File: src/rtl/fpu_mul_unit.sv
// IEEE-754 binary32 multiplier for the FPU arithmetic sequencer.
// The 24x24 mantissa product is built by a sequential shift-add loop that
// handles one multiplier bit per add/shift state pair. The product is then
// normalised, rounded to nearest even and packed. Zero, denormal, infinity
// and NaN operands skip the loop and produce their result directly.
module fpu_mul_unit (
  input  logic        clk,
  input  logic        rst_n,
  input  logic        start,
  input  logic [31:0] a,
  input  logic [31:0] b,
  output logic [31:0] result,
  output logic        done,
  output logic        busy
);

  typedef enum logic [2:0] {
    mul_idle_st          = 3'd0,
    mul_start_st         = 3'd1,
    mul_product_add_st   = 3'd2,
    mul_product_shift_st = 3'd3,
    mul_result_set_st    = 3'd4,
    mul_result_valid_st  = 3'd5
  } e_mul_states;

  e_mul_states state_q, state_d;

  logic [31:0] a_q, b_q;
  logic [47:0] prod_q;
  logic        carry_q;
  logic [4:0]  cnt_q;
  logic [31:0] result_q;

  // Operand fields decoded from the latched operands; they stay stable for the whole op.
  logic        sign;
  logic [7:0]  ea, eb;
  logic [23:0] ma, mb;
  logic        a_nan, b_nan, a_inf, b_inf, a_zero, b_zero;
  logic        special;
  logic [31:0] special_res;

  assign sign   = a_q[31] ^ b_q[31];
  assign ea     = a_q[30:23];
  assign eb     = b_q[30:23];
  assign ma     = {1'b1, a_q[22:0]};
  assign mb     = {1'b1, b_q[22:0]};
  assign a_nan  = (ea == 8'hFF) && (a_q[22:0] != 23'd0);
  assign b_nan  = (eb == 8'hFF) && (b_q[22:0] != 23'd0);
  assign a_inf  = (ea == 8'hFF) && (a_q[22:0] == 23'd0);
  assign b_inf  = (eb == 8'hFF) && (b_q[22:0] == 23'd0);
  assign a_zero = (ea == 8'h00);
  assign b_zero = (eb == 8'h00);

  assign special = a_nan | b_nan | a_inf | b_inf | a_zero | b_zero;

  // Special results in precedence order: NaN, infinity, flushed zero.
  always_comb begin
    special_res = {sign, 31'd0};
    if (a_nan || b_nan || (a_inf && b_zero) || (b_inf && a_zero))
      special_res = 32'h7FC0_0000;
    else if (a_inf || b_inf)
      special_res = {sign, 31'h7F80_0000};
  end

  // Normalise the raw 48-bit product, round to nearest even and pack.
  function automatic logic [31:0] round_pack(input logic        s,
                                             input logic [7:0]  exp_a,
                                             input logic [7:0]  exp_b,
                                             input logic [47:0] p);
    logic [22:0]        frac;
    logic [23:0]        frac_inc;
    logic               guard, sticky, n, rc, rup;
    logic signed [9:0]  e;
    if (p[47]) begin
      frac   = p[46:24];
      guard  = p[23];
      sticky = |p[22:0];
      n      = 1'b1;
    end else begin
      frac   = p[45:23];
      guard  = p[22];
      sticky = |p[21:0];
      n      = 1'b0;
    end
    rup      = guard & (sticky | frac[0]);
    frac_inc = {1'b0, frac} + {23'd0, rup};
    rc       = frac_inc[23];
    frac     = frac_inc[22:0];
    e = $signed({2'b00, exp_a}) + $signed({2'b00, exp_b}) - 10'sd127
        + $signed({9'd0, n}) + $signed({9'd0, rc});
    if (e >= 10'sd255)
      round_pack = {s, 31'h7F80_0000};
    else if (e <= 10'sd0)
      round_pack = {s, 31'd0};
    else
      round_pack = {s, e[7:0], frac};
  endfunction

  // State register.
  always_ff @(posedge clk) begin
    if (!rst_n) state_q <= mul_idle_st;
    else        state_q <= state_d;
  end

  // Next-state decode and handshake outputs.
  always_comb begin
    state_d = mul_idle_st;
    done    = 1'b0;
    busy    = 1'b1;
    case (state_q)
      mul_idle_st: begin
        busy    = 1'b0;
        state_d = start ? mul_start_st : mul_idle_st;
      end
      mul_start_st:
        state_d = special ? mul_result_set_st : mul_product_add_st;
      mul_product_add_st:
        state_d = mul_product_shift_st;
      mul_product_shift_st:
        state_d = (cnt_q == 5'd23) ? mul_result_set_st : mul_product_add_st;
      mul_result_set_st:
        state_d = mul_result_valid_st;
      mul_result_valid_st: begin
        done    = 1'b1;
        state_d = start ? mul_result_valid_st : mul_idle_st;
      end
      default: begin
        busy    = 1'b0;
        state_d = mul_idle_st;
      end
    endcase
  end

  // Operand latch, shift-add product loop and result register.
  always_ff @(posedge clk) begin
    if (!rst_n) begin
      a_q      <= 32'd0;
      b_q      <= 32'd0;
      prod_q   <= 48'd0;
      carry_q  <= 1'b0;
      cnt_q    <= 5'd0;
      result_q <= 32'd0;
    end else begin
      case (state_q)
        mul_idle_st: begin
          if (start) begin
            a_q <= a;
            b_q <= b;
          end
        end
        mul_start_st: begin
          prod_q  <= 48'd0;
          carry_q <= 1'b0;
          cnt_q   <= 5'd0;
        end
        mul_product_add_st: begin
          if (mb[cnt_q])
            {carry_q, prod_q[47:24]} <= {1'b0, prod_q[47:24]} + {1'b0, ma};
        end
        mul_product_shift_st: begin
          prod_q  <= {carry_q, prod_q[47:1]};
          carry_q <= 1'b0;
          cnt_q   <= cnt_q + 5'd1;
        end
        mul_result_set_st: begin
          result_q <= special ? special_res : round_pack(sign, ea, eb, prod_q);
        end
        default: ;
      endcase
    end
  end

  assign result = result_q;

endmodule
File: config.mk
export PLATFORM = sky130hd
export DESIGN_NAME = fpu_mul_unit
export DESIGN_NICKNAME = d
export VERILOG_FILES = /design/src/rtl/fpu_mul_unit.sv
export SDC_FILE = /design/constraint.sdc
export NUM_CORES = 1
export LEC_CHECK = 0
export ABC_CLOCK_PERIOD_IN_PS = 4700
export BUFFER_PORTS_ARGS = -buffer_cell sky130_fd_sc_hd__buf_2
export CAP_MARGIN = 0
export CORE_MARGIN = 4
export CORE_UTILIZATION = 59
export CTS_CLUSTER_SIZE = 24
export DETAILED_ROUTE_END_ITERATION = 12
export HOLD_SLACK_MARGIN = 0.15
export PLACE_DENSITY_LB_ADDON = 0.05
export SKIP_LAST_GASP = 1
export SYNTH_ARGS = -nofsm -noshare
export SYNTH_HDL_FRONTEND = slang
export SYNTH_SLANG_ARGS = --single-unit
File: constraint.sdc
create_clock -name clk -period 4.7 [get_ports clk]
set_input_delay 0.47 -clock clk [delete_from_list [all_inputs] [get_ports clk]]
set_output_delay 0.47 -clock clk [all_outputs]
set_load 0.05 [all_outputs]
# Word level (Yosys, flattened, before mapping)
# Index checks and enable logic that the tools add are counted.
# word_totals
register_bits	153
input_bits	67
elab_cells	94
# classes
addsub	7
n_lt_le_gt_ge	3
n_eq_ne	9
mux	32
bitwise	8
n_reduce_logical	27
# op_table
cell	count
2-to-1 mux 31 bit	3
case mux 24 bit (3 select lines)	1
2-to-1 mux 23 bit	3
2-to-1 mux 32 bit	2
case mux 24 bit (2 select lines)	1
logical NOT 23 bit	2
nonzero test 23 bit	2
adder 24 x 24 -> 25 bit	1
adder 23 x 1 -> 24 bit	1
2-to-1 mux 24 bit	1
OR reduction 23 bit	1
OR reduction 22 bit	1
adder 10 x 2 -> 10 bit	2
case mux 3 bit (6 select lines)	1
equality test 8 bit (second input constant)	2
logical NOT 8 bit	2
2-to-1 mux 1 bit	14
greater-or-equal comparator 10 x 9 -> 1 bit (second input constant)	1
less-or-equal comparator 10 x 1 -> 1 bit (second input constant)	1
case mux 5 bit (2 select lines)	1
subtractor 9 x 7 -> 10 bit (second input constant)	1
adder 8 x 8 -> 9 bit	1
2-to-1 mux 3 bit	3
equality test 3 x 2 -> 1 bit (second input constant)	2
other kinds (19)	36

# Depth between registers and ports, before layout
# Gate-level depths: netlist of run 1.
# logic_depth
word_depth	12
ltp_mapped	20
mapped_depth_nobuf	17

# Least setup slack after synthesis of run 1
# OpenSTA, ideal clock, no wires.
# synth_timing
path_kind	register to register
start	register prod_q[28]
end	register result_q[10], in the netlist result[10]
arrival_ps	4205
required_time_ps	4583
setup_slack_ps	377
path_stages_with_launch	20
n_path_buf	2
period_less_slack_ps	4323
cell_sequence	dfxtp_1 clkbuf_1 and2_1 o21ai_0 a2111oi_4 and3_1 nand2_1 nor3_1 fa_1 inv_1 fa_1 nand2b_1 a21oi_1 o311ai_0 a31o_1 a2111o_1 nand4_2 nor2_2 buf_6 a32o_1
# synth_between
elab_chain_len	9
# synth_rtl
item	line	source
start: declaration	29	logic [47:0] prod_q;
start signal: assignment	158	{carry_q, prod_q[47:24]} <= {1'b0, prod_q[47:24]} + {1'b0, ma};
start signal: assignment	161	prod_q <= {carry_q, prod_q[47:1]};
2-to-1 mux 23 bit *	74	if (p[47]) begin
2-to-1 mux 23 bit *	144	case (state_q)
2-to-1 mux 23 bit *	136	if (!rst_n) begin
adder 23 x 1 -> 24 bit *	86	frac_inc = {1'b0, frac} + {23'd0, rup};
adder 10 x 2 -> 10 bit	90	+ $signed({9'd0, n}) + $signed({9'd0, rc});
less-or-equal comparator 10 x 1 -> 1 bit	93	else if (e <= 10'sd0)
2-to-1 mux 31 bit	93	
2-to-1 mux 31 bit *	91	if (e >= 10'sd255)
2-to-1 mux 32 bit *	166	result_q <= special ? special_res : round_pack(sign, ea, eb, prod_q);
end signal: assignment	166	
end: declaration	32	logic [31:0] result_q;
# Mark *: on every way between the ends. The rest lies on a longest branch, timed or not. The select of a mux whose other input is x is not followed.
# A chain may end at the register's enable or synchronous reset.

# Final worst setup path of run 1
# layout_timing
start	register prod_q[47]
end	register result_q[15], in the netlist result[15]
# layout_between
elab_chain_len	11
# layout_rtl
item	line	source
2-to-1 mux 1 bit or 2-to-1 mux 23 bit (tied branches)	74	
2-to-1 mux 1 bit or 2-to-1 mux 23 bit (tied branches)	144	
2-to-1 mux 1 bit or 2-to-1 mux 23 bit (tied branches)	136	
OR 1 bit	85	rup = guard & (sticky | frac[0]);
AND 1 bit	85	
adder 23 x 1 -> 24 bit	86	
adder 10 x 2 -> 10 bit	90	
less-or-equal comparator 10 x 1 -> 1 bit	93	
2-to-1 mux 31 bit	93	
2-to-1 mux 31 bit *	91	
2-to-1 mux 32 bit *	166	
# Marks and branches as above.

==> results of run 1 <==
state kept, by name (all words and copies together), names as in the netlist:
name     flops
cnt_q        5
result      32
carry_q      1
state_q      3
b_q         32
prod_q      48
a_q         32
worst max path at each step:
stage / from / to / slack, ns / cells past startpoint
after detailed placement: prod_q[26]$_SDFFE_PN0P_ / result[19]$_SDFFE_PN0P_ / -0.15 / 19
after CTS: prod_q[22]$_SDFFE_PN0P_ / result[14]$_SDFFE_PN0P_ / 0.09 / 18
after global routing: prod_q[47]$_SDFFE_PN0P_ / result[15]$_SDFFE_PN0P_ / -0.003 / 18
final: prod_q[47]$_SDFFE_PN0P_ / result[15]$_SDFFE_PN0P_ / 0.26 / 18
after floorplan: prod_q[28]$_SDFFE_PN0P_ / result[10]$_SDFFE_PN0P_ / 0.38 / 19
after global placement: prod_q[26]$_SDFFE_PN0P_ / result[15]$_SDFFE_PN0P_ / -0.07 / 19
stage by stage:
step	cells	hold WS (ns)
after floorplan	1136	0.432
after global placement	1374	0.443
final	1407	0.271
after global routing	1407	0.266
after CTS	1406	0.255
after detailed placement	1374	0.448
what timing repair did:
item,in CTS,in global routing
resized for setup,1,8
pin swaps,0,1
endpoints found under the setup margin,21,26
gates cloned,0,1
buffers inserted,0,0
area by class of cell:
class | count | area share, %
Clock buffer | 18 | 4.25
Inverter | 18 | 0.681
Tap cell | 184 | 2.28
Timing Repair Buffer | 137 | 7.70
Clock inverter | 14 | 1.49
Sequential cell | 153 | 30.4
Multi-Input combinational cell | 883 | 53.2
critical path: cells and delay by family, from the launching register on:
kind | cells | cell delay, ns
and+or+nand+nor | 7 | 1.29
muxes | 1 | 0.26
buffers and inverters | 2 | 0.21
DFF | 1 | 0.36
adders and majority gates | 2 | 0.59
AOI/OAI and AO/OA | 6 | 1.62
power breakdown:
group | total (mW) | leakage (nW) | internal, mW | switching, mW
Clock | 1.36 | 0.283 | 0.754 | 0.609
Combinational | 1.15 | 2.51 | 0.416 | 0.739
Sequential | 1.54 | 1.25 | 1.42 | 0.123
placed cells by master (no fill, tap or decap), drive strengths merged, types with 12 or more instances in the layout:
master,count
nor2,60
buf,137
ha,40
a31oi,17
clkbuf,18
a22oi,14
nor3,19
a22o,12
nand4,17
xnor2,14
o21ai,43
nand2,223
nand3,48
a21oi,151
inv,28
a211oi,22
nor4,21
dfxtp,153
xor2,15
nor2b,12
cell families after synthesis:
kind of cell,Yosys count,share of synthesized area (%)
AOI/OAI and AO/OA,342,24.6
DFF,153,34.9
adders and majority gates,43,6.38
buffers and inverters,101,4.59
muxes,18,2.95
xor gates and xnor gates,29,2.89
and+or+nand+nor,450,23.7
layer usage:
layer  GRT usage [%]  up-vias
met5               0        -
met4            12.6        0
met3            5.85       55
met2            45.8      282
met1            35.7     4048
li1                -     4302
==> flow_summary.toml, run 1 <==
[run_status]
status = "finished, final reports clean"

[cts]
clkLatencyLatePin_ns = 0.43
cts_buffers = 17
clk_path_buf_depth = 2
cts_tree = "done"
clock-sinks = 153
cts.clk_slew.worst_paths_ns = 0.07
cts.htree.levels = 4
cts_hold_buf = 0
root_buffer = "clkbuf_16"

[logic_synthesis]
yosys-top-cells-area = "dfxtp_1, nand2_1, a21oi_1"
synth_fp_nets = 1246
synth_edf_count = 0
synthMostInstantiatedCell = "nand2_1"
synth_cells = 1136
synth_seq_cells = 153
syn_area_um2 = 8780
async_flop_share_pct = 0
synth_top_area_share_pct = 34.9
ys.flop_type = "dfxtp_1"
yosysUniqueCellTypes = 70
synthTopCellsByCount = "nand2_1, dfxtp_1, a21oi_1"
synth_warnings = 0
postSynthAreaPerCell_um2 = 7.73
synth_seq_area_share_pct = 34.9
yosys.area.top_type = "dfxtp_1"

[cells_and_area]
drive_gt1_share_pct = 16.2
utilization_pct = 69.5
diodes = 0
nets = 1320
register_area_um2 = 3070
multiInputGateArea_um2 = 5380
final_design_area_no_fill_um2 = 10100
fillers = 1274
syn_to_final_growth_pct = 15.0

[place]
numPortBuffers = 100
dp.final_hpwl_mm = 16.9
dp_slack_ns = -0.151
placed_area_um2 = 9480
place_congestion = 0.944

[routing]
drt_iter0_markers = 692
met3_length_mm = 1.34
drc = 0
drt-wirelength-per-cell_um = 16.8
drt-met1-wl_mm = 10.1
vias = 8687
highest_layer = "met4"
ant_nets = 0
wl_mm = 23.6
drt-vias-per-instance = 6.17
drtPass1Iterations = 5
met2WireLength_mm = 11.2

[floorplanning]
rows = 44
design.core.area_um2 = 14500
die_w_um = 130
initial_core_util_pct = 60.4
dieHeight_um = 130
pin_count = 101
dieArea_um2 = 16900

[worst_hold_path]
hold_path.class = "in -> reg"
hold_depth = 3
holdPathEnd = "a_q[11]$_SDFFE_PN0P_"
min-delay-start = "a[11]"

[global_routing]
grt_pass1_wl_mm = 38.2
grt_pass1_vias = 7957
grt_usage_pct = 28.0
grt_overflow_total = 0
grt_antenna_before_repair = 0
grt_max_degree = 65

[sta]
timing.fmax_mhz = 225
period_minus_slack_ns = 4.44
setup_tns_ns = 0
slew_headroom_pct = 35.4
worstMarginPinSlew_ns = 0.969
setup_viol = 0
finClkSkew_ns = 0.00774
hold_violations = 0
drv_slew = 0
period_share_pct = 94.5
setup_slack_ns = 0.259

[setup_path]
critPathMaxStageDelay_ns = 0.42
critPathArrivalTime_ns = 4.77
worstPathMaxFanout = 11
r2r.worst_path.cells = 18
worstSetupPathType = "reg -> reg"
start_kind = "register"
cp_cell_sequence = "mux2_2, nand3_1, a2111oi_4, and3_1, nand2_1, nor3_1, buf_4, fa_1, inv_1, fa_1, nand2b_1, a21oi_4, o311ai_0, a31o_1, a2111o_1, nand4_4, nor2_4, a32o_1"
reg2reg_to = "result[15]$_SDFFE_PN0P_"
cpMostUsedCell = "fa_1"
regToRegSetupSlack_ns = 0.26
slowest_stage = "a2111o_1"
r2r-start = "prod_q[47]$_SDFFE_PN0P_"
required_ns = 5.02
cp-end-kind = "register"

[pwr]
cellPowerDensity_nw_per_um2 = 402
ir_drop_uv = 284
leakagePower_nw = 4.04
total_power_mw = 4.06

[run]
max-cap-violations = 0
No activity file was read; power rests on OpenSTA's default activity.
==> run 2: changes to the inputs <==
==> constraint.sdc (replaced) <==
create_clock -name clk -period 4.7 [get_ports clk]
set_input_delay 0.47 -clock clk [delete_from_list [all_inputs] [get_ports clk]]
set_output_delay 0.47 -clock clk [all_outputs]
set_load 0.005 [all_outputs]
==> run 2 against run 1 <==
  * Die area did not move
  * Hold slack got worse by 0.0035 ns
  * Total power fell by 0.77%
  * Core utilization rose by 0.13 points
  * Combinational power fell by 4%
  * Cell count did not move
  * Global-route usage rose by 0.59 points
  * Sequential power barely moved
  * Clock power barely moved
  * Largest power group unchanged
==> flow_summary.toml, run 2 (synthesis gave the netlist of run 1 again) <==
[run]
max-cap-violations = 0

[setup_path]
slowest_stage = "or4_1"
cp-end-kind = "register"
crit_path_start = "prod_q[47]$_SDFFE_PN0P_"
worstSetupPathType = "reg -> reg"
r2r-start = "prod_q[47]$_SDFFE_PN0P_"
required_ns = 5.03
critPathArrivalTime_ns = 4.74
cp_cell_sequence = "buf_4, nor2b_1, a21oi_1, nor2_1, and3_1, nand2_1, nor3_1, buf_4, fa_1, inv_1, fa_1, nand2b_1, a21oi_4, or4_1, a31o_1, a2111o_1, nand4_4, nor2_4, a32o_1"
regToRegSetupSlack_ns = 0.29
critPathMaxStageDelay_ns = 0.47
r2r.worst_path.cells = 19
reg2reg_to = "result[15]$_SDFFE_PN0P_"
start_kind = "register"
worstPathMaxFanout = 26
crit_path_end = "result[15]$_SDFFE_PN0P_"

[run_status]
status = "finished, final reports clean"

[pwr]
cellPowerDensity_nw_per_um2 = 398
ir_drop_uv = 289
total_power_mw = 4.03
switching_share_pct = 34.7
leakagePower_nw = 4.04
comb_power_share_pct = 27.4
p_clk_share_pct = 34.4
p_int_mw = 2.63
pwr-share-seq_pct = 38.2
p_switching_mw = 1.40

[cells_and_area]
final_cells = 1407
layout_common_cells = "nand2_1, a21oi_1, dfxtp_1"
drive_gt1_share_pct = 16.3
regMostFlops = "prod_q"
nets = 1320
fillers = 1239
diodes = 0
syn_to_final_growth_pct = 15.2
largest_reg_flops = 48
layout_commonest_cell = "nand2_1"

[cts]
root_buffer = "clkbuf_16"
cts_hold_buf = 0
clk_path_buf_depth = 2
post_cts_buffers = 0
cts.clk_slew.worst_paths_ns = 0.07
cts_buffers = 17
cts_tree = "done"
clkLatencyLatePin_ns = 0.43
cts.htree.levels = 4
clock-sinks = 153

[place]
dp_slack_ns = -0.103
placed_cells = 1374
numPortBuffers = 100
place_congestion = 0.940
dp.final_hpwl_mm = 16.9

[global_routing]
grt_usage_pct = 28.6
grt_pass1_vias = 7926
grt_antenna_before_repair = 0
grt_overflow_total = 0
grt_max_degree = 65
grt_pass1_wl_mm = 38.9

[routing]
drc = 0
ant_nets = 0
wl_mm = 23.9
drt-wirelength-per-cell_um = 17.0
drtPass1Iterations = 5
drt_iter0_markers = 760
vias = 8664
drt-vias-per-instance = 6.16

[sta]
worstMarginPinSlew_ns = 1.02
setup_viol = 0
drv_slew = 0
setup_slack_ns = 0.288
hold_ws_ns = 0.268
timing.fmax_mhz = 227
slew_headroom_pct = 31.7
period_minus_slack_ns = 4.41
finClkSkew_ns = 0.0121
period_share_pct = 93.9
hold_violations = 0
rsz0062_at_grt = "no"

[floorplanning]
dieHeight_um = 130
rows = 44
dieArea_um2 = 16900
die_w_um = 130
initial_core_util_pct = 60.4
design.core.area_um2 = 14500
pin_count = 101

[worst_hold_path]
hold_path.class = "in -> reg"
run 2: how the worst min path moves through the flow:
stage,startpoint,to,cells past startpoint
after floorplan,prod_q[0]$_SDFFE_PN0P_,prod_q[0]$_SDFFE_PN0P_,2
after global placement,prod_q[0]$_SDFFE_PN0P_,prod_q[0]$_SDFFE_PN0P_,2
after detailed placement,result[7]$_SDFFE_PN0P_,result[7]$_SDFFE_PN0P_,1
after CTS,a[29],a_q[29]$_SDFFE_PN0P_,3
after global routing,b[15],b_q[15]$_SDFFE_PN0P_,3
final,a[29],a_q[29]$_SDFFE_PN0P_,3
run 2: cell type report:
type	instances	area, um^2	share of cell area (%)
flip-flops and latches	153	3070	30.3
clock buffers	18	429	4.24
well taps	184	230	2.27
repair buffers	137	778	7.69
clock inverters	14	164	1.62
inverters	18	68.8	0.680
multi-input cells	883	5380	53.2
run 2: stage by stage:
step / cell area, um^2 / TNS [ns] / util [%]
6_report: 10100 / 0 / 69.6
5_1_grt: 10100 / 0 / 69.6
4_1_cts: 10100 / 0 / 69.3
3_5_place_dp: 9480 / -1.57 / 65.2
3_3_place_gp: 9480 / -0.431 / 65.2
2_1_floorplan: 8780 / 0 / -
run 2: timing repair:
| item | 4_1_cts | 5_1_grt |
|---|---|---|
| pin swaps | 0 | 1 |
| hold endpoints to repair | 0 | 0 |
| setup endpoints to repair | 21 | 26 |
| resized for setup | 1 | 9 |
| gates cloned | 0 | 1 |
run 2: layer usage:
metal	global-route usage [%]	part of all wire [%]	vias up
met5	0	0	-
met4	11.5	3.7	0
met3	5.81	5.4	49
met2	47.0	47	255
met1	37.0	44	4084
li1	-	-	4276
run 2: critical path: cells and delay by family (launching register included):
kind / cells / cell delay (ns)
compound gates: 5 / 1.19
buf+inv: 3 / 0.53
simple gates: 9 / 1.57
fa+ha+maj: 2 / 0.60
flops: 1 / 0.40
run 2: power groups by stage:
stage | logic, mW | clock network [mW] | registers (mW)
after floorplan | 0.794 | 0 | 1.53
after global placement | 1.07 | 0 | 1.56
after detailed placement | 1.08 | 0 | 1.56
after CTS | 1.09 | 1.41 | 1.53
after global routing | 1.23 | 1.47 | 1.55
final | 1.10 | 1.39 | 1.54
==> run 3: changes to the inputs <==
Settings changed: PLACE_DENSITY set to 0.76, PLACE_DENSITY_LB_ADDON 0.05 to not set.
==> run 3 against run 2 <==
  * Count of clock-buffer cells in the layout up 3
  * Die area unchanged
  * Combinational power about the same
  * Critical path type unchanged
  * Hold slack better by 0.0011 ns
  * Register-to-register slack worse by 0.19 ns
  * Worst setup slack worse by 0.19 ns
  * Cell count down 0.21%
==> flow_summary.toml, run 3 (synthesis gave the netlist of run 1 again) <==
[floorplanning]
dieHeight_um = 130
rows = 44
design.core.area_um2 = 14500
die_w_um = 130
dieArea_um2 = 16900
pin_count = 101
initial_core_util_pct = 60.4

[sta]
period_minus_slack_ns = 4.60
hold_violations = 0
setup_slack_ns = 0.102
period_share_pct = 97.8
timing.fmax_mhz = 217
slew_headroom_pct = 30.8
worstMarginPinSlew_ns = 1.04
finClkSkew_ns = 0.0121
drv_slew = 0
setup_tns_ns = 0
setup_viol = 0
hold_ws_ns = 0.269
rsz0062_at_grt = "no"

[cts]
clk_path_buf_depth = 2
clkLatencyLatePin_ns = 0.43
cts.clk_slew.worst_paths_ns = 0.06
root_buffer = "clkbuf_16"
cts_buffers = 17
cts.htree.levels = 4
clock-sinks = 153
cts_tree = "done"
cts_hold_buf = 0

[global_routing]
use_met2_pct = 46.0
grt_max_degree = 65
gr-usage-met3_pct = 6.02
grt_pass1_wl_mm = 38.1
busiest_layer = "met2"
use_met1_pct = 35.4
grt_usage_pct = 27.8
grt_overflow_total = 0
grt_pass1_vias = 7842
grt_antenna_before_repair = 1

[cells_and_area]
diodes = 0
regMostFlops = "prod_q"
layout_commonest_cell = "nand2_1"
layout_common_cells = "nand2_1, dfxtp_1, a21oi_1"
largest_reg_flops = 48
final_design_area_no_fill_um2 = 10100
drive_gt1_share_pct = 15.6
nets = 1317
fillers = 1295
syn_to_final_growth_pct = 15.4

[pwr]
p_int_mw = 2.70
switching_share_pct = 33.6
comb_power_share_pct = 26.9
cellPowerDensity_nw_per_um2 = 402
p_switching_mw = 1.37
pwr-share-seq_pct = 37.9
leakagePower_nw = 4.04
p_clk_share_pct = 35.2
ir_drop_uv = 345

[routing]
drt_iter0_markers = 739
drt-vias-per-instance = 6.09
wl_mm = 23.4
ant_nets = 0
drtPass1Iterations = 5
drc = 0
drt-wirelength-per-cell_um = 16.7
vias = 8554

[setup_path]
cp-end-kind = "register"
start_kind = "register"
worstSetupPathType = "reg -> reg"
worstPathMaxFanout = 11
critPathArrivalTime_ns = 4.92
required_ns = 5.02

[place]
numPortBuffers = 100
place_congestion = 0.912
dp_slack_ns = -0.179
dp.final_hpwl_mm = 16.5
placed_area_um2 = 9450

[run]
max-cap-violations = 0

[worst_hold_path]
hold_path.class = "in -> reg"

[run_status]
status = "finished, final reports clean"
run 3: power by group through the flow:
stage / Clock, mW / Combinational [mW] / Sequential, mW
after floorplan: 0 / 0.794 / 1.53
after global placement: 0 / 1.06 / 1.57
after detailed placement: 0 / 1.07 / 1.57
after CTS: 1.45 / 1.08 / 1.54
after global routing: 1.51 / 1.22 / 1.56
final: 1.43 / 1.09 / 1.54
run 3: worst paths after layout:
path,startpoint,endpoint,slack (ns),cells past startpoint
worst max-delay path,prod_q[26]$_SDFFE_PN0P_,result[15]$_SDFFE_PN0P_,0.10,18
worst min register to register,prod_q[0]$_SDFFE_PN0P_,prod_q[0]$_SDFFE_PN0P_,0.46,2
worst max register to register,prod_q[26]$_SDFFE_PN0P_,result[15]$_SDFFE_PN0P_,0.10,18
worst min-delay path,b[29],b_q[29]$_SDFFE_PN0P_,0.27,3
run 3: what timing repair did:
item / in CTS / in global routing
endpoints found under the setup margin: 21 / 24
cloned: 0 / 1
setup buffers: 0 / 1
gates resized for setup: 1 / 5
pin swaps: 0 / 1
run 3: stage by stage:
step	instances	total power, mW	utilization, %
after global routing	1404	4.29	69.7
final	1404	4.07	69.7
after CTS	1402	4.07	69.3
after detailed placement	1370	2.64	65.0
after floorplan	1136	2.32	-
after global placement	1370	2.63	65.0
run 3: critical path, cell delays in order, from the launching register on:
cell	delay (ns)
dfxtp_1	0.44
nor2b_1	0.25
o21ai_0	0.21
a2111oi_4	0.33
and3_1	0.22
nand2_1	0.13
nor3_2	0.26
fa_1	0.27
inv_1	0.07
fa_1	0.40
nand2b_1	0.23
a21oi_4	0.21
o311ai_0	0.16
a31o_1	0.23
a2111o_1	0.42
nand4_4	0.19
nor2_4	0.07
buf_12	0.15
a32o_1	0.23
run 3: cell type report:
type	instances	area, um^2	area share (%)
multi-input cells	883	5380	53.1
flip-flops and latches	153	3060	30.2
repair buffers	134	768	7.58
clock buffers	21	460	4.54
well taps	184	230	2.27
clock inverters	11	161	1.59
inverters	18	68.8	0.679
run 3: metal layers:
metal / part of all wire [%] / vias to the layer above
met3: 5.6 / 66
met5: 0.056 / -
met4: 3.3 / 2
li1: - / 4279
met1: 42 / 3958
met2: 49 / 249
